<file path="config.mk">
export PLATFORM = sky130hd
export DESIGN_NAME = decode_issue
export DESIGN_NICKNAME = d
export VERILOG_FILES = /design/src/rtl/decode_issue_pkg.sv /design/src/rtl/decode_issue_reg_scoreboard.sv /design/src/rtl/decode_issue.sv
export SDC_FILE = /design/constraint.sdc
export NUM_CORES = 1
export LEC_CHECK = 0
export BUFFER_PORTS_ARGS = -buffer_cell sky130_fd_sc_hd__buf_2
export CAP_MARGIN = 20
export CORE_UTILIZATION = 38
export DETAILED_ROUTE_END_ITERATION = 6
export PLACE_DENSITY = 0.74
export RECOVER_POWER = 100
export SLEW_MARGIN = 20
export SYNTH_ARGS = -nofsm -noshare
export SYNTH_HDL_FRONTEND = slang
export SYNTH_HIERARCHICAL = 1
export SYNTH_SLANG_ARGS = --single-unit
</file>
<file path="constraint.sdc">
create_clock -name clock -period 7.34 [get_ports clock]
set_input_delay 1.101 -clock clock [delete_from_list [all_inputs] [get_ports clock]]
set_output_delay 1.101 -clock clock [all_outputs]
set_load 0.01 [all_outputs]
</file>
<file path="src/rtl/decode_issue_pkg.sv">
// Shared definitions for the decode/issue stage: widths, instruction field
// positions, opcode and ALU operation encodings, and the issued-operation record.
package decode_issue_pkg;

    localparam int XLEN = 32;
    localparam int RAW  = 5;

    localparam int OPC_LSB = 27;
    localparam int RD_LSB  = 22;
    localparam int RS_LSB  = 17;
    localparam int RT_LSB  = 12;
    localparam int SH_LSB  = 7;
    localparam int AOP_LSB = 2;
    localparam int IMM_W   = 17;

    localparam logic [RAW-1:0] OPC_RTYPE = 5'b00000;
    localparam logic [RAW-1:0] OPC_ADDI  = 5'b00101;

    localparam logic [RAW-1:0] ALU_ADD = 5'b00000;
    localparam logic [RAW-1:0] ALU_SUB = 5'b00001;
    localparam logic [RAW-1:0] ALU_AND = 5'b00010;
    localparam logic [RAW-1:0] ALU_OR  = 5'b00011;
    localparam logic [RAW-1:0] ALU_SLL = 5'b00100;
    localparam logic [RAW-1:0] ALU_SRA = 5'b00101;

    typedef struct packed {
        logic [XLEN-1:0] op_a;
        logic [XLEN-1:0] op_b;
        logic [RAW-1:0]  alu_op;
        logic [RAW-1:0]  shamt;
        logic [RAW-1:0]  rd;
        logic            rd_we;
        logic            illegal;
    } issue_t;

    function automatic logic aluop_legal(input logic [RAW-1:0] op);
        return (op == ALU_ADD) || (op == ALU_SUB) || (op == ALU_AND) ||
               (op == ALU_OR)  || (op == ALU_SLL) || (op == ALU_SRA);
    endfunction

    function automatic logic [XLEN-1:0] sext_imm(input logic [IMM_W-1:0] imm);
        return {{(XLEN-IMM_W){imm[IMM_W-1]}}, imm};
    endfunction

endpackage

</file>
<file path="src/rtl/decode_issue_reg_scoreboard.sv">
// Per-register busy bits: set marks a pending write, clear retires it.
// Register 0 is never busy; a same-cycle set and clear of one bit leaves it set.
module reg_scoreboard
    import decode_issue_pkg::*;
(
    input  logic           clock,
    input  logic           reset,
    input  logic           set_en,
    input  logic [RAW-1:0] set_addr,
    input  logic           clr_en,
    input  logic [RAW-1:0] clr_addr,
    input  logic [RAW-1:0] qa_addr,
    input  logic [RAW-1:0] qb_addr,
    output logic           qa_busy,
    output logic           qb_busy
);

    logic [XLEN-1:0] busy_q;
    logic [XLEN-1:0] busy_d;

    always_comb begin
        busy_d = busy_q;
        if (clr_en) begin
            busy_d[clr_addr] = 1'b0;
        end
        if (set_en) begin
            busy_d[set_addr] = 1'b1;
        end
        busy_d[0] = 1'b0;
    end

    always_ff @(posedge clock) begin
        if (reset) begin
            busy_q <= '0;
        end else begin
            busy_q <= busy_d;
        end
    end

    assign qa_busy = busy_q[qa_addr];
    assign qb_busy = busy_q[qb_addr];

endmodule

</file>
<file path="src/rtl/decode_issue.sv">
// Decode/issue stage: decodes R-type and addi, selects operands with optional
// writeback bypass, stalls on scoreboard hazards and holds one issued operation.
module decode_issue
    import decode_issue_pkg::*;
#(
    parameter bit FWD_EN = 1'b1
) (
    input  logic            clock,
    input  logic            reset,
    input  logic            in_valid,
    output logic            in_ready,
    input  logic [XLEN-1:0] instr,
    output logic [RAW-1:0]  rf_rs_addr,
    output logic [RAW-1:0]  rf_rt_addr,
    input  logic [XLEN-1:0] rf_rs_data,
    input  logic [XLEN-1:0] rf_rt_data,
    input  logic            wb_en,
    input  logic [RAW-1:0]  wb_rd,
    input  logic [XLEN-1:0] wb_data,
    output logic            out_valid,
    input  logic            out_ready,
    output logic [XLEN-1:0] op_a,
    output logic [XLEN-1:0] op_b,
    output logic [RAW-1:0]  alu_op,
    output logic [RAW-1:0]  shamt,
    output logic [RAW-1:0]  rd,
    output logic            rd_we,
    output logic            illegal
);

    logic [RAW-1:0]  opcode_f, rd_f, rs_f, rt_f, shamt_f, aluop_f;
    logic            is_rtype, is_addi, legal;
    logic            rs_fwd, rt_fwd, rs_busy, rt_busy, hazard, accept;
    logic [XLEN-1:0] rs_val, rt_val;
    issue_t          dec;
    issue_t          issue_q, issue_d;
    logic            out_valid_q, out_valid_d;

    assign opcode_f = instr[OPC_LSB +: RAW];
    assign rd_f     = instr[RD_LSB  +: RAW];
    assign rs_f     = instr[RS_LSB  +: RAW];
    assign rt_f     = instr[RT_LSB  +: RAW];
    assign shamt_f  = instr[SH_LSB  +: RAW];
    assign aluop_f  = instr[AOP_LSB +: RAW];

    assign rf_rs_addr = rs_f;
    assign rf_rt_addr = rt_f;

    always_comb begin
        is_rtype = (opcode_f == OPC_RTYPE);
        is_addi  = (opcode_f == OPC_ADDI);
        legal    = is_addi || (is_rtype && aluop_legal(aluop_f));

        rs_fwd = FWD_EN && wb_en && (wb_rd == rs_f) && (rs_f != '0);
        rt_fwd = FWD_EN && wb_en && (wb_rd == rt_f) && (rt_f != '0);
        rs_val = (rs_f == '0) ? '0 : (rs_fwd ? wb_data : rf_rs_data);
        rt_val = (rt_f == '0) ? '0 : (rt_fwd ? wb_data : rf_rt_data);

        // Illegal operations read nothing, so they never wait on the scoreboard.
        hazard = legal && ((rs_busy && !rs_fwd) || (is_rtype && rt_busy && !rt_fwd));

        dec = '0;
        if (legal) begin
            dec.op_a  = rs_val;
            dec.rd    = rd_f;
            dec.rd_we = (rd_f != '0);
            if (is_rtype) begin
                dec.op_b   = rt_val;
                dec.alu_op = aluop_f;
                dec.shamt  = shamt_f;
            end else begin
                dec.op_b   = sext_imm(instr[IMM_W-1:0]);
                dec.alu_op = ALU_ADD;
            end
        end else begin
            dec.illegal = 1'b1;
        end
    end

    assign in_ready = !reset && (!out_valid_q || out_ready) && !hazard;
    assign accept   = in_valid && in_ready;

    always_comb begin
        issue_d     = issue_q;
        out_valid_d = out_valid_q;
        if (accept) begin
            issue_d     = dec;
            out_valid_d = 1'b1;
        end else if (out_ready) begin
            out_valid_d = 1'b0;
        end
    end

    always_ff @(posedge clock) begin
        if (reset) begin
            issue_q     <= '0;
            out_valid_q <= 1'b0;
        end else begin
            issue_q     <= issue_d;
            out_valid_q <= out_valid_d;
        end
    end

    reg_scoreboard u_scoreboard (
        .clock    (clock),
        .reset    (reset),
        .set_en   (accept && dec.rd_we),
        .set_addr (dec.rd),
        .clr_en   (wb_en && (wb_rd != '0)),
        .clr_addr (wb_rd),
        .qa_addr  (rs_f),
        .qb_addr  (rt_f),
        .qa_busy  (rs_busy),
        .qb_busy  (rt_busy)
    );

    assign out_valid = out_valid_q;
    assign op_a      = issue_q.op_a;
    assign op_b      = issue_q.op_b;
    assign alu_op    = issue_q.alu_op;
    assign shamt     = issue_q.shamt;
    assign rd        = issue_q.rd;
    assign rd_we     = issue_q.rd_we;
    assign illegal   = issue_q.illegal;

endmodule
</file>
Yosys cells after proc, flatten, opt, wreduce, memory -nomap -nowiden
Index checks and enable logic that the tools add are counted.
{"block": "op_classes", "order_cmp": 6, "eq_ne": 8, "n_mux": 20, "bitwise_logic": 3, "reduce_logical": 38}
{"op": "32-bit two-way mux", "n": 6}
{"op": "80-bit two-way mux", "n": 1}
{"op": "37-bit two-way mux", "n": 1}
{"op": "32-bit bitwise AND", "n": 1}
{"op": "32-bit NOT", "n": 1}
{"op": "32-bit OR", "n": 1}
{"op": "5-bit by 6-bit less-than comparator with 1-bit output (second input constant)", "n": 4}
{"op": "5-bit zero test", "n": 4}
{"op": "5-bit nonzero test", "n": 4}
{"op": "1-bit logical AND", "n": 16}
{"op": "5-bit by 3-bit equality test with 1-bit output (second input constant)", "n": 3}
{"op": "1-bit binary-select mux with 5-bit select", "n": 2}
{"op": "1-bit demux with 5-bit select", "n": 2}
{"op": "5-bit by 2-bit equality test with 1-bit output (second input constant)", "n": 2}
{"op": "5-bit equality test", "n": 2}
{"op": "5-bit by 1-bit greater-or-equal comparator with 1-bit output (second input constant)", "n": 2}
{"op": "1-bit logical OR", "n": 8}
{"op": "1-bit two-way mux", "n": 7}
{"op": "5-bit by 1-bit equality test with 1-bit output (second input constant)", "n": 1}
{"op": "1-bit zero test", "n": 5}
{"op": "5-bit two-way mux", "n": 1}
{"op": "2-bit nonzero test", "n": 1}
{"block": "totals", "register_bits": 114, "in_bits": 138, "out_inout_bits": 93, "word_cells": 85}

Depth between registers and ports, before layout
Gate-level depths: netlist of the first run.
{"block": "depth", "ltp_word": 15, "ltp_mapped": 15, "ltp_nobuf": 13}

Hierarchy
The synthesis of the first run kept the hierarchy.
{"module": "decode_issue", "instances": 1, "cells_per_inst": 511, "area_each_um2": 4650.7, "seq_area_each_um2": 1641.6}
{"module": "reg_scoreboard", "instances": 1, "cells_per_inst": 229, "area_each_um2": 1826.8, "seq_area_each_um2": 620.6}

Worst setup path before layout of the first run
No wires, ideal clock.
{"block": "synth_path", "path_kind": "input to output", "from": "input instr[18]", "to": "output in_ready", "arrival_ns": 2.672, "t_required_ns": 6.239, "path_slack_ns": 3.567, "cell_stages": 8, "n_path_buf": 1, "path_cell_list": "buf_2 mux4_2 nand2b_1 o211ai_1 nand4_1 o31ai_1 o21ai_1 a21boi_0"}
{"block": "synth_between", "elab_cells_between_ends": 12, "cone_classes": "eq/ne (1); mux (2); reduce/logical (9)"}
{"item": "start, declared", "line_no": "decode_issue.sv:12", "text": "input logic [XLEN-1:0] instr,"}
{"item": "1-bit binary-select mux with 5-bit select", "line_no": "decode_issue_reg_scoreboard.sv:40", "text": "assign qa_busy = busy_q[qa_addr];"}
{"item": "1-bit two-way mux (implied by the code)", "line_no": "decode_issue_reg_scoreboard.sv:40"}
{"item": "net rs_busy", "line_no": "decode_issue.sv:33", "text": "logic rs_fwd, rt_fwd, rs_busy, rt_busy, hazard, accept;"}
{"item": "1-bit logical AND", "line_no": "decode_issue.sv:60", "text": "hazard = legal && ((rs_busy && !rs_fwd) || (is_rtype && rt_busy && !rt_fwd));"}
{"item": "1-bit logical OR", "line_no": "decode_issue.sv:60"}
{"item": "1-bit logical AND", "line_no": "decode_issue.sv:60"}
{"item": "1-bit zero test", "line_no": "decode_issue.sv:80", "text": "assign in_ready = !reset && (!out_valid_q || out_ready) && !hazard;"}
{"item": "1-bit logical AND", "line_no": "decode_issue.sv:80"}
{"item": "end, declared", "line_no": "decode_issue.sv:11", "text": "output logic in_ready,"}
The timed path passes the listed nets, and every way through them passes these cells. The select of a mux whose other input is x is not followed.

Worst setup path after layout of the first run
{"block": "layout_path", "from": "input instr[19]", "to": "register u_scoreboard.busy_q[30]"}
{"block": "layout_between", "elab_chain_len": 12, "elab_cells_between_ends": 15, "cone_classes": "eq/ne (1); mux (3); reduce/logical (11)"}
{"item": "branches (longest 4 deep; another with 1-bit binary-select mux with 5-bit select)"}
{"item": "1-bit logical AND *", "line_no": "decode_issue.sv:60"}
{"item": "1-bit logical OR *", "line_no": "decode_issue.sv:60"}
{"item": "1-bit logical AND *", "line_no": "decode_issue.sv:60"}
{"item": "1-bit zero test *", "line_no": "decode_issue.sv:80"}
{"item": "1-bit logical AND *", "line_no": "decode_issue.sv:80"}
{"item": "1-bit logical AND *", "line_no": "decode_issue.sv:81", "text": "assign accept = in_valid && in_ready;"}
{"item": "1-bit logical AND *", "line_no": "decode_issue.sv:107", "text": ".set_en (accept && dec.rd_we),"}
{"item": "32-bit two-way mux *", "line_no": "decode_issue_reg_scoreboard.sv:26", "text": "if (set_en) begin"}
{"item": "end signal, assigned", "line_no": "decode_issue_reg_scoreboard.sv:36", "text": "busy_q <= busy_d;"}
{"item": "end, declared", "line_no": "decode_issue_reg_scoreboard.sv:18", "text": "logic [XLEN-1:0] busy_q;"}
Mark *: on every way between the ends. The select of a mux whose other input is x is not followed.
A chain may end at the register's enable or synchronous reset.

==> run_results.csv, run 1 <==
group,metric,value,unit
critical_path,critPathMaxFanout,34,
logic_synthesis,synth_top_area_share,34.92,%
logic_synthesis,synth_cell_type_count,59,
hold_path,worstHoldPathCells,1,
power_and_ir_drop,peakVddDrop,183.7,uV
detailed_routing,wirelength,20820,um
power_and_ir_drop,power_frac_seq,37.8,%
timing,finalHoldViolCount,0,
logic_synthesis,synth_commonest_cells,"dfxtp_1, nand2_1, nand2b_1",
logic_synthesis,seq_area_frac_synth,34.92,%
placed_design,place_congestion,0.8680,
cells_and_area,drive_gt1_share,25.32,%
grt,grtUsageMet1,30.05,%
power_and_ir_drop,p_clk_share,51.8,%
power_and_ir_drop,p_int,1.243,mW
detailed_routing,ant_nets,0,
logic_synthesis,async_flop_share,0,%
power_and_ir_drop,switching_share,23.88,%
hold_path,hold_path.class,"flip-flop to flip-flop",
logic_synthesis,avgSynthCellArea,8.753,um^2
timing,setup_viol,0,
cts,numCtsBuffers,17,
timing,drv_slew,26,
grt,grt_pass1_wl,32410,um
timing,finClkSkew,7.236,ps
power_and_ir_drop,total_power,1.633,mW
logic_synthesis,yosysMostFrequentCell,"dfxtp_1",
cells_and_area,syn2layout_area_growth,23.28,%
placed_design,io_buffer_count,230,
logic_synthesis,synth_edf_count,0,
critical_path,cp.arrival,5440,ps
floorplanning,die-area,0.01757,mm^2
detailed_routing,route.vias.total,6493,
detailed_routing,routed_via_density,5.573,
cts,clock_path_buffers,2,
grt,antenna_found_initial,0,
grt,grt_max_degree,103,
floorplanning,io_pins,231,
logic_synthesis,ys.flop_type,"dfxtp_1",
outcome,violations,"capacitance limit, slew limit",
cts,cts_tree,"built",
power_and_ir_drop,combPwrFrac,10.4,%
cells_and_area,nets,1070,
timing,fin_tns_setup,0,ps
cells_and_area,fin_area,0.007985,mm^2
logic_synthesis,synth_top_cell_by_area,"dfxtp_1",
power_and_ir_drop,powerDensity,204.5,mW/mm^2
cts,cts_resized,0,
logic_synthesis,yosysWarnings,6,
grt,use_met2,37.54,%
cts,ctsHtreeMaxLevel,4,
grt,gr-usage-all-layers,23.49,%
grt,grt_overflow,0,
floorplanning,core_region_area,0.01664,mm^2
timing,whs,462.6,ps
grt,busiest_layer,"met2",
cts,clock_latency,420,ps
timing,period_share,70.72,%
floorplanning,initial_core_util,38.92,%
timing,fmax,192.7,MHz
logic_synthesis,syn_inst,740,
critical_path,required,7590,ps
critical_path,cp-start-kind,"primary input",
logic_synthesis,netlist_area,0.006477,mm^2
cts,clk_pin_slew,50,ps
detailed_routing,detail_route.drc_violations,0,
grt,grt_pass1_vias,6200,
logic_synthesis,ys_ff_latch,113,
floorplanning,row_count,47,
logic_synthesis,syn_nets,878,
cts,postCtsHoldBufs,0,
critical_path,r2r.worst_path.cells,12,
cts,root_buffer,"clkbuf_16",
timing,maxSlewHeadroom,-28.31,%
logic_synthesis,synth_area_leaders,"dfxtp_1, mux2_2, nand2b_1",
floorplanning,die_h,132.6,um
timing,fin_crit,5191,ps
detailed_routing,drt_iter0_drc,466,
placed_design,dp_hpwl,14410,um
placed_design,dpl_cell_area,0.007585,mm^2
power_and_ir_drop,leakage,2.956,nW
timing,rsz0062_at_grt,"no",
cts,cts_sinks,113,
critical_path,crit_type,"primary input to flip-flop",
critical_path,end_kind,"flip-flop",
flow_run,timing.max_cap.violations,1,
timing,tightest_slew,1916,ps
power_and_ir_drop,switching_power,0.3899,mW
detailed_routing,drt-wirelength-per-cell,17.87,um
cts,cts_setup_buffers,0,
grt,use_met3,6.015,%
outcome,outcome,"complete, but fails checks",
floorplanning,die_w,132.6,um
detailed_routing,drt-pass1-iter-count,5,
-- flip-flops by register name, summed over array words and instances, names as in the netlist --
signal               count
alu_op                   5
illegal                  1
op_a                    32
op_b                    32
out_valid                1
rd                       5
rd_we                    1
shamt                    5
u_scoreboard/busy_q     31
-- power groups by stage --
stage | Sequential (mW) | Combinational, mW | Clock, mW
final | 0.617 | 0.169 | 0.846
after floorplan | 0.631 | 0.102 | 0
after global placement | 0.630 | 0.170 | 0
after global routing | 0.617 | 0.184 | 0.879
after detailed placement | 0.630 | 0.171 | 0
after CTS | 0.617 | 0.172 | 0.854
-- worst max-delay path, cell delays in order --
cell and delay, ps:
clkbuf_1 360, or4_2 730, nor2_1 470, nor3_4 80
buf_4 300, o211ai_1 1520, nor2_1 250, and3b_1 440
nand2_1 120, a21oi_1 70
-- metal layers --
layer,routed length (um),vias up
li1,-,3071
met4,553,0
met1,8903,3038
met5,0,-
met2,9615,338
met3,1750,46
-- final cells by class --
class                   instances  area, um^2
fillers                      1660        8657
flip-flops and latches        113        2262
diodes                          1       2.502
clock buffers                  21       470.5
repair buffers                235        1094
clock inverters                10       133.9
well taps                     220       275.3
inverters                       3       11.26
multi-input cells             562        3736
-- final timing paths --
kind,startpoint,end,slack (ps)
worst max-delay path,instr[19],u_scoreboard/busy_q[30],2150
worst min-delay path,op_b[6],op_b[6],460
worst max register to register,u_scoreboard/busy_q[6],u_scoreboard/busy_q[20],3360
worst min register to register,op_b[6],op_b[6],460
-- metrics by stage --
step                utilization [%]  std cells  worst slack (ps)
floorplan                         -        740              3567
global placement              45.58       1132              3011
detailed placement            45.58       1132              2953
CTS                           49.21       1163              2939
global route                  47.97       1164              1849
finish                        47.98       1165              2149
-- cells in the final DEF (no fill, tap or decap), types with 13 or more instances in the layout --
cell         n
a21oi_1     39
a22oi_1     20
a311o_1     16
buf_2      138
clkbuf_1    93
clkbuf_16   17
dfxtp_1    113
mux2_2      34
mux2i_1     18
nand2_1     83
nand2b_1    61
nand3_1     57
nor2_1      20
o21ai_0     75
o21ai_1     13
-- kinds of logic after synthesis --
family	share of synthesized area, %
AOI/OAI and AO/OA	21.92
xor gates and xnor gates	1.352
buffers and inverters	5.795
DFF	34.92
muxes	12.63
and+or+nand+nor	23.37
Power figures use the tool's default switching activity.
==> run 2, diff against run 1 <==
- PLACE_DENSITY: 0.74 -> 0.76
- clock period: 7.34 -> 4.35 ns (I/O delays scaled with it)
==> run_results.csv, run 2 (same netlist as run 1, synthesis figures left out) <==
group,metric,value,unit
timing,whs,461.1,ps
timing,finalHoldViolCount,0,
placed_design,dp_cells,1136,
grt,grt_max_degree,102,
detailed_routing,ant_nets,0,
critical_path,required,3700,ps
timing,fmax,272.2,MHz
floorplanning,io_pins,231,
floorplanning,initial_core_util,38.92,%
placed_design,pre_cts_slack,988.7,ps
timing,tightest_slew,1015,ps
grt,antenna_found_initial,2,
critical_path,startpoint,"instr[18]",
cells_and_area,fin_area,0.007995,mm^2
detailed_routing,route.vias.total,6534,
detailed_routing,routed_via_density,5.585,
critical_path,end_kind,"output pin",
timing,fin_crit,3674,ps
timing,finClkSkew,8.154,ps
cells_and_area,nets,1074,
placed_design,dp_hpwl,14840,um
grt,grt_pass1_vias,6175,
hold_path,hold_path.class,"flip-flop to flip-flop",
power_and_ir_drop,leakage,2.961,nW
cts,postCtsHoldBufs,0,
cts,clk_pin_slew,50,ps
placed_design,io_buffer_count,230,
critical_path,rr_endpoint,"u_scoreboard/busy_q[9]",
critical_path,r2r-start,"u_scoreboard/busy_q[23]",
detailed_routing,drt_iter0_drc,474,
placed_design,dpl_cell_area,0.007627,mm^2
cells_and_area,mostFrequentLayoutCell,"buf_2",
cells_and_area,drive_gt1_share,25.40,%
floorplanning,die-area,0.01757,mm^2
critical_path,critPathMaxFanout,13,
cells_and_area,fillers,1685,
cts,ctsHtreeMaxLevel,4,
cts,cts_sinks,113,
hold_path,hp-start,"op_b[5]",
detailed_routing,wirelength,21130,um
outcome,outcome,"completed",
floorplanning,core_region_area,0.01664,mm^2
timing,maxSlewHeadroom,32.30,%
cts,root_buffer,"clkbuf_16",
critical_path,cp-start-kind,"primary input",
timing,period_share,84.46,%
timing,rsz0062_at_grt,"no",
grt,gr-usage-all-layers,24.00,%
cts,numCtsBuffers,17,
critical_path,r2r.worst_path.cells,13,
flow_run,timing.max_cap.violations,0,
critical_path,critPathCapture,"in_ready",
placed_design,place_congestion,0.8984,
cells_and_area,final_cell_mix,"buf_2, dfxtp_1, clkbuf_1",
detailed_routing,drt-wirelength-per-cell,18.06,um
cts,clock_latency,420,ps
cts,cts_tree,"built",
floorplanning,row_count,47,
critical_path,reg2reg_slack,1470,ps
cells_and_area,fin_cells,1170,
cts,cts_setup_buffers,0,
floorplanning,die_w,132.6,um
detailed_routing,drt-pass1-iter-count,5,
floorplanning,die_h,132.6,um
critical_path,crit_type,"primary input to output pin",
critical_path,cp.arrival,3020,ps
cts,cts_resized,0,
power_and_ir_drop,peakVddDrop,272.0,uV
cts,clock_path_buffers,2,
timing,setup_viol,0,
grt,grt_overflow,0,
timing,final.setup.worst_slack,675.9,ps
power_and_ir_drop,powerDensity,339.2,mW/mm^2
timing,fin_tns_setup,0,ps
timing,drv_slew,0,
grt,grt_pass1_wl,33040,um
cells_and_area,syn2layout_area_growth,23.43,%
detailed_routing,detail_route.drc_violations,0,
run 2: cell types whose count changed in the layout (fill, tap and decap cells not counted), moves of 3 or more:
cell / change
buf_4: +3
clkbuf_1: +4
o21ai_0: +3
o21ai_1: -3
run 2: power by group:
part / leakage (nW) / switching [mW] / internal, mW
logic: 1.77 / 0.167 / 0.121
registers: 0.910 / 0.00216 / 1.04
clock network: 0.284 / 0.494 / 0.889
total: 2.96 / 0.663 / 2.05
run 2: area by class of cell:
class / instances / area [um^2] / share of cell area (%)
antenna: 1 / 2.502 / 0.03130
clock buffer: 24 / 481.7 / 6.025
clock inverter: 8 / 103.9 / 1.299
inverter: 3 / 11.26 / 0.1408
multi-input combinational: 562 / 3746 / 46.85
sequential: 113 / 2262 / 28.29
tap: 220 / 275.3 / 3.443
timing repair buffer: 239 / 1112 / 13.91
run 2: routing by layer:
layer / track usage [%] / routed length (um) / vias up
li1: - / - / 3086
met1: 31.10 / 9203 / 3067
met2: 36.96 / 9465 / 323
met3: 6.513 / 1770 / 56
met4: 11.24 / 673 / 2
met5: 0 / 13 / -
run 2: worst min path at each step:
stage	slack, ps	end	depth (start not counted)
2_1_floorplan	460	u_scoreboard/busy_q[14]	2
3_3_place_gp	440	alu_op[3]	1
3_5_place_dp	440	op_b[7]	1
4_1_cts	460	alu_op[3]	1
5_1_grt	480	shamt[2]	3
6_report	460	op_b[5]	1
run 2: stage by stage:
step | power, mW | utilization (%)
5_1_grt | 2.807 | 48.04
3_5_place_dp | 1.356 | 45.83
3_3_place_gp | 1.352 | 45.83
4_1_cts | 2.733 | 49.35
2_1_floorplan | 1.237 | -
6_report | 2.712 | 48.04
run 2: critical path, stage by stage:
cell      delay, ps
clkbuf_1        510
mux4_2          570
nand2b_1        160
o211ai_1        140
nand4_1         240
o31ai_1         170
o21ai_0         210
a21boi_0        190
buf_2           170
==> run 3, diff against run 2 <==
- clock period: 4.35 -> 3.2 ns (I/O delays scaled with it)
==> run_results.csv, run 3 (same netlist as run 1, synthesis figures left out) <==
group,metric,value,unit
outcome,outcome,"completed",
floorplanning,die_w,132.6,um
detailed_routing,drt-wirelength-per-cell,17.61,um
floorplanning,initial_core_util,38.92,%
cts,cts_sinks,113,
cts,clock_latency,420,ps
floorplanning,row_count,47,
grt,gr-usage-all-layers,23.64,%
cells_and_area,drive_gt1_share,28.56,%
critical_path,crit_type,"primary input to output pin",
detailed_routing,ant_nets,0,
detailed_routing,drt_iter0_drc,357,
cts,clock_path_buffers,2,
placed_design,dp_cells,1151,
timing,whs,299.5,ps
cells_and_area,fin_util,49.55,%
cells_and_area,final_cell_mix,"buf_2, dfxtp_1, clkbuf_1",
floorplanning,io_pins,231,
power_and_ir_drop,peakVddDrop,355.6,uV
grt,use_met2,35.96,%
cts,cts_resized,0,
detailed_routing,routed_via_density,5.495,
grt,antenna_found_initial,1,
critical_path,reg2reg_slack,520,ps
hold_path,hold_path.class,"primary input to flip-flop",
placed_design,io_buffer_count,230,
grt,grtUsageMet1,31.68,%
critical_path,startpoint,"instr[18]",
floorplanning,die-area,0.01757,mm^2
critical_path,end_kind,"output pin",
critical_path,cp_cell_sequence,"clkbuf_1 -> mux4_2 -> nand2b_1 -> o211ai_1 -> nand4_1 -> o31ai_1 -> o21ai_1 -> a21boi_0 -> buf_2",
cts,cts_tree,"built",
cells_and_area,diodes,0,
power_and_ir_drop,powerDensity,469.1,mW/mm^2
power_and_ir_drop,leakage,3.076,nW
flow_run,timing.max_cap.violations,0,
timing,finalHoldViolCount,0,
timing,drv_slew,0,
detailed_routing,wirelength,20830,um
timing,rsz0062_at_grt,"no",
cts,numCtsBuffers,17,
grt,grt_pass1_vias,6078,
critical_path,critPathMaxFanout,5,
timing,maxSlewHeadroom,42.60,%
detailed_routing,detail_route.drc_violations,0,
floorplanning,core_region_area,0.01664,mm^2
cells_and_area,fin_cells,1183,
critical_path,required,2720,ps
cts,clk_pin_slew,60,ps
timing,setup_viol,0,
grt,grt_pass1_wl,32300,um
critical_path,r2r.worst_path.cells,11,
critical_path,crit_slowest_cell,"mux4_2",
grt,use_met3,5.862,%
cells_and_area,mostFrequentLayoutCell,"buf_2",
critical_path,r2r-start,"u_scoreboard/busy_q[23]",
detailed_routing,route.vias.total,6501,
critical_path,critPathCapture,"in_ready",
cts,ctsHtreeMaxLevel,4,
cells_and_area,syn2layout_area_growth,27.29,%
critical_path,cp.arrival,2440,ps
critical_path,cp-start-kind,"primary input",
detailed_routing,drt-pass1-iter-count,5,
cts,cts_setup_buffers,0,
floorplanning,die_h,132.6,um
timing,fin_crit,2921,ps
placed_design,place_congestion,0.9160,
grt,busiest_layer,"met2",
timing,tightest_slew,861.0,ps
timing,fin_tns_setup,0,ps
placed_design,dp_hpwl,15160,um
cts,postCtsHoldBufs,0,
timing,fmax,342.4,MHz
timing,period_share,91.27,%
cts,root_buffer,"clkbuf_16",
grt,grt_max_degree,61,
cells_and_area,nets,1088,
critical_path,slowest_delay,540,ps
grt,grt_overflow,0,
critical_path,rr_endpoint,"op_b[24]",
timing,finClkSkew,6.872,ps
run 3: through the flow:
| stage | area (um^2) | worst slack [ps] | total power [mW] |
|---|---|---|---|
| finish | 8245 | 279.4 | 3.868 |
| global route | 8245 | 123.4 | 3.996 |
| CTS | 8389 | 369.2 | 3.896 |
| detailed placement | 7752 | 216.1 | 1.856 |
| global placement | 7752 | 319.1 | 1.852 |
| floorplan | 6477 | 200.8 | 1.681 |
run 3: power by group:
part	switching (mW)	internal, mW	leakage (nW)
registers	0.00289	1.41	0.910
logic	0.230	0.174	1.86
clock network	0.700	1.35	0.307
total	0.933	2.93	3.08
run 3: layer usage:
| layer | vias to the layer above | share of wire (%) |
|---|---|---|
| met5 | - | 0.062 |
| met4 | 2 | 3.0 |
| met3 | 50 | 8.5 |
| met2 | 330 | 44 |
| met1 | 3003 | 45 |
| li1 | 3116 | - |
run 3: final cells by class:
type / count / area [um^2]
Clock buffer: 20 / 456.7
Timing Repair Buffer: 253 / 1230
Inverter: 3 / 11.26
Clock inverter: 12 / 180.2
Fill cell: 1616 / 8397
Multi-Input combinational cell: 562 / 3830
Sequential cell: 113 / 2262
Tap cell: 220 / 275.3
run 3: worst max-delay path, delay by kind of cell:
family                 cells  cell delay, ps
muxes                      1             540
buffers and inverters      2             450
AOI/OAI and AO/OA          4             590
and+or+nand+nor            2             380
run 3: worst min path at each step:
stage	start	end	slack (ps)	depth (start not counted)
global placement	rd_we	rd_we	440	2
finish	instr[2]	alu_op[0]	300	3
floorplan	u_scoreboard/busy_q[14]	u_scoreboard/busy_q[14]	460	2
detailed placement	alu_op[3]	alu_op[3]	440	1
CTS	instr[11]	shamt[4]	290	3
global route	instr[11]	shamt[4]	300	3
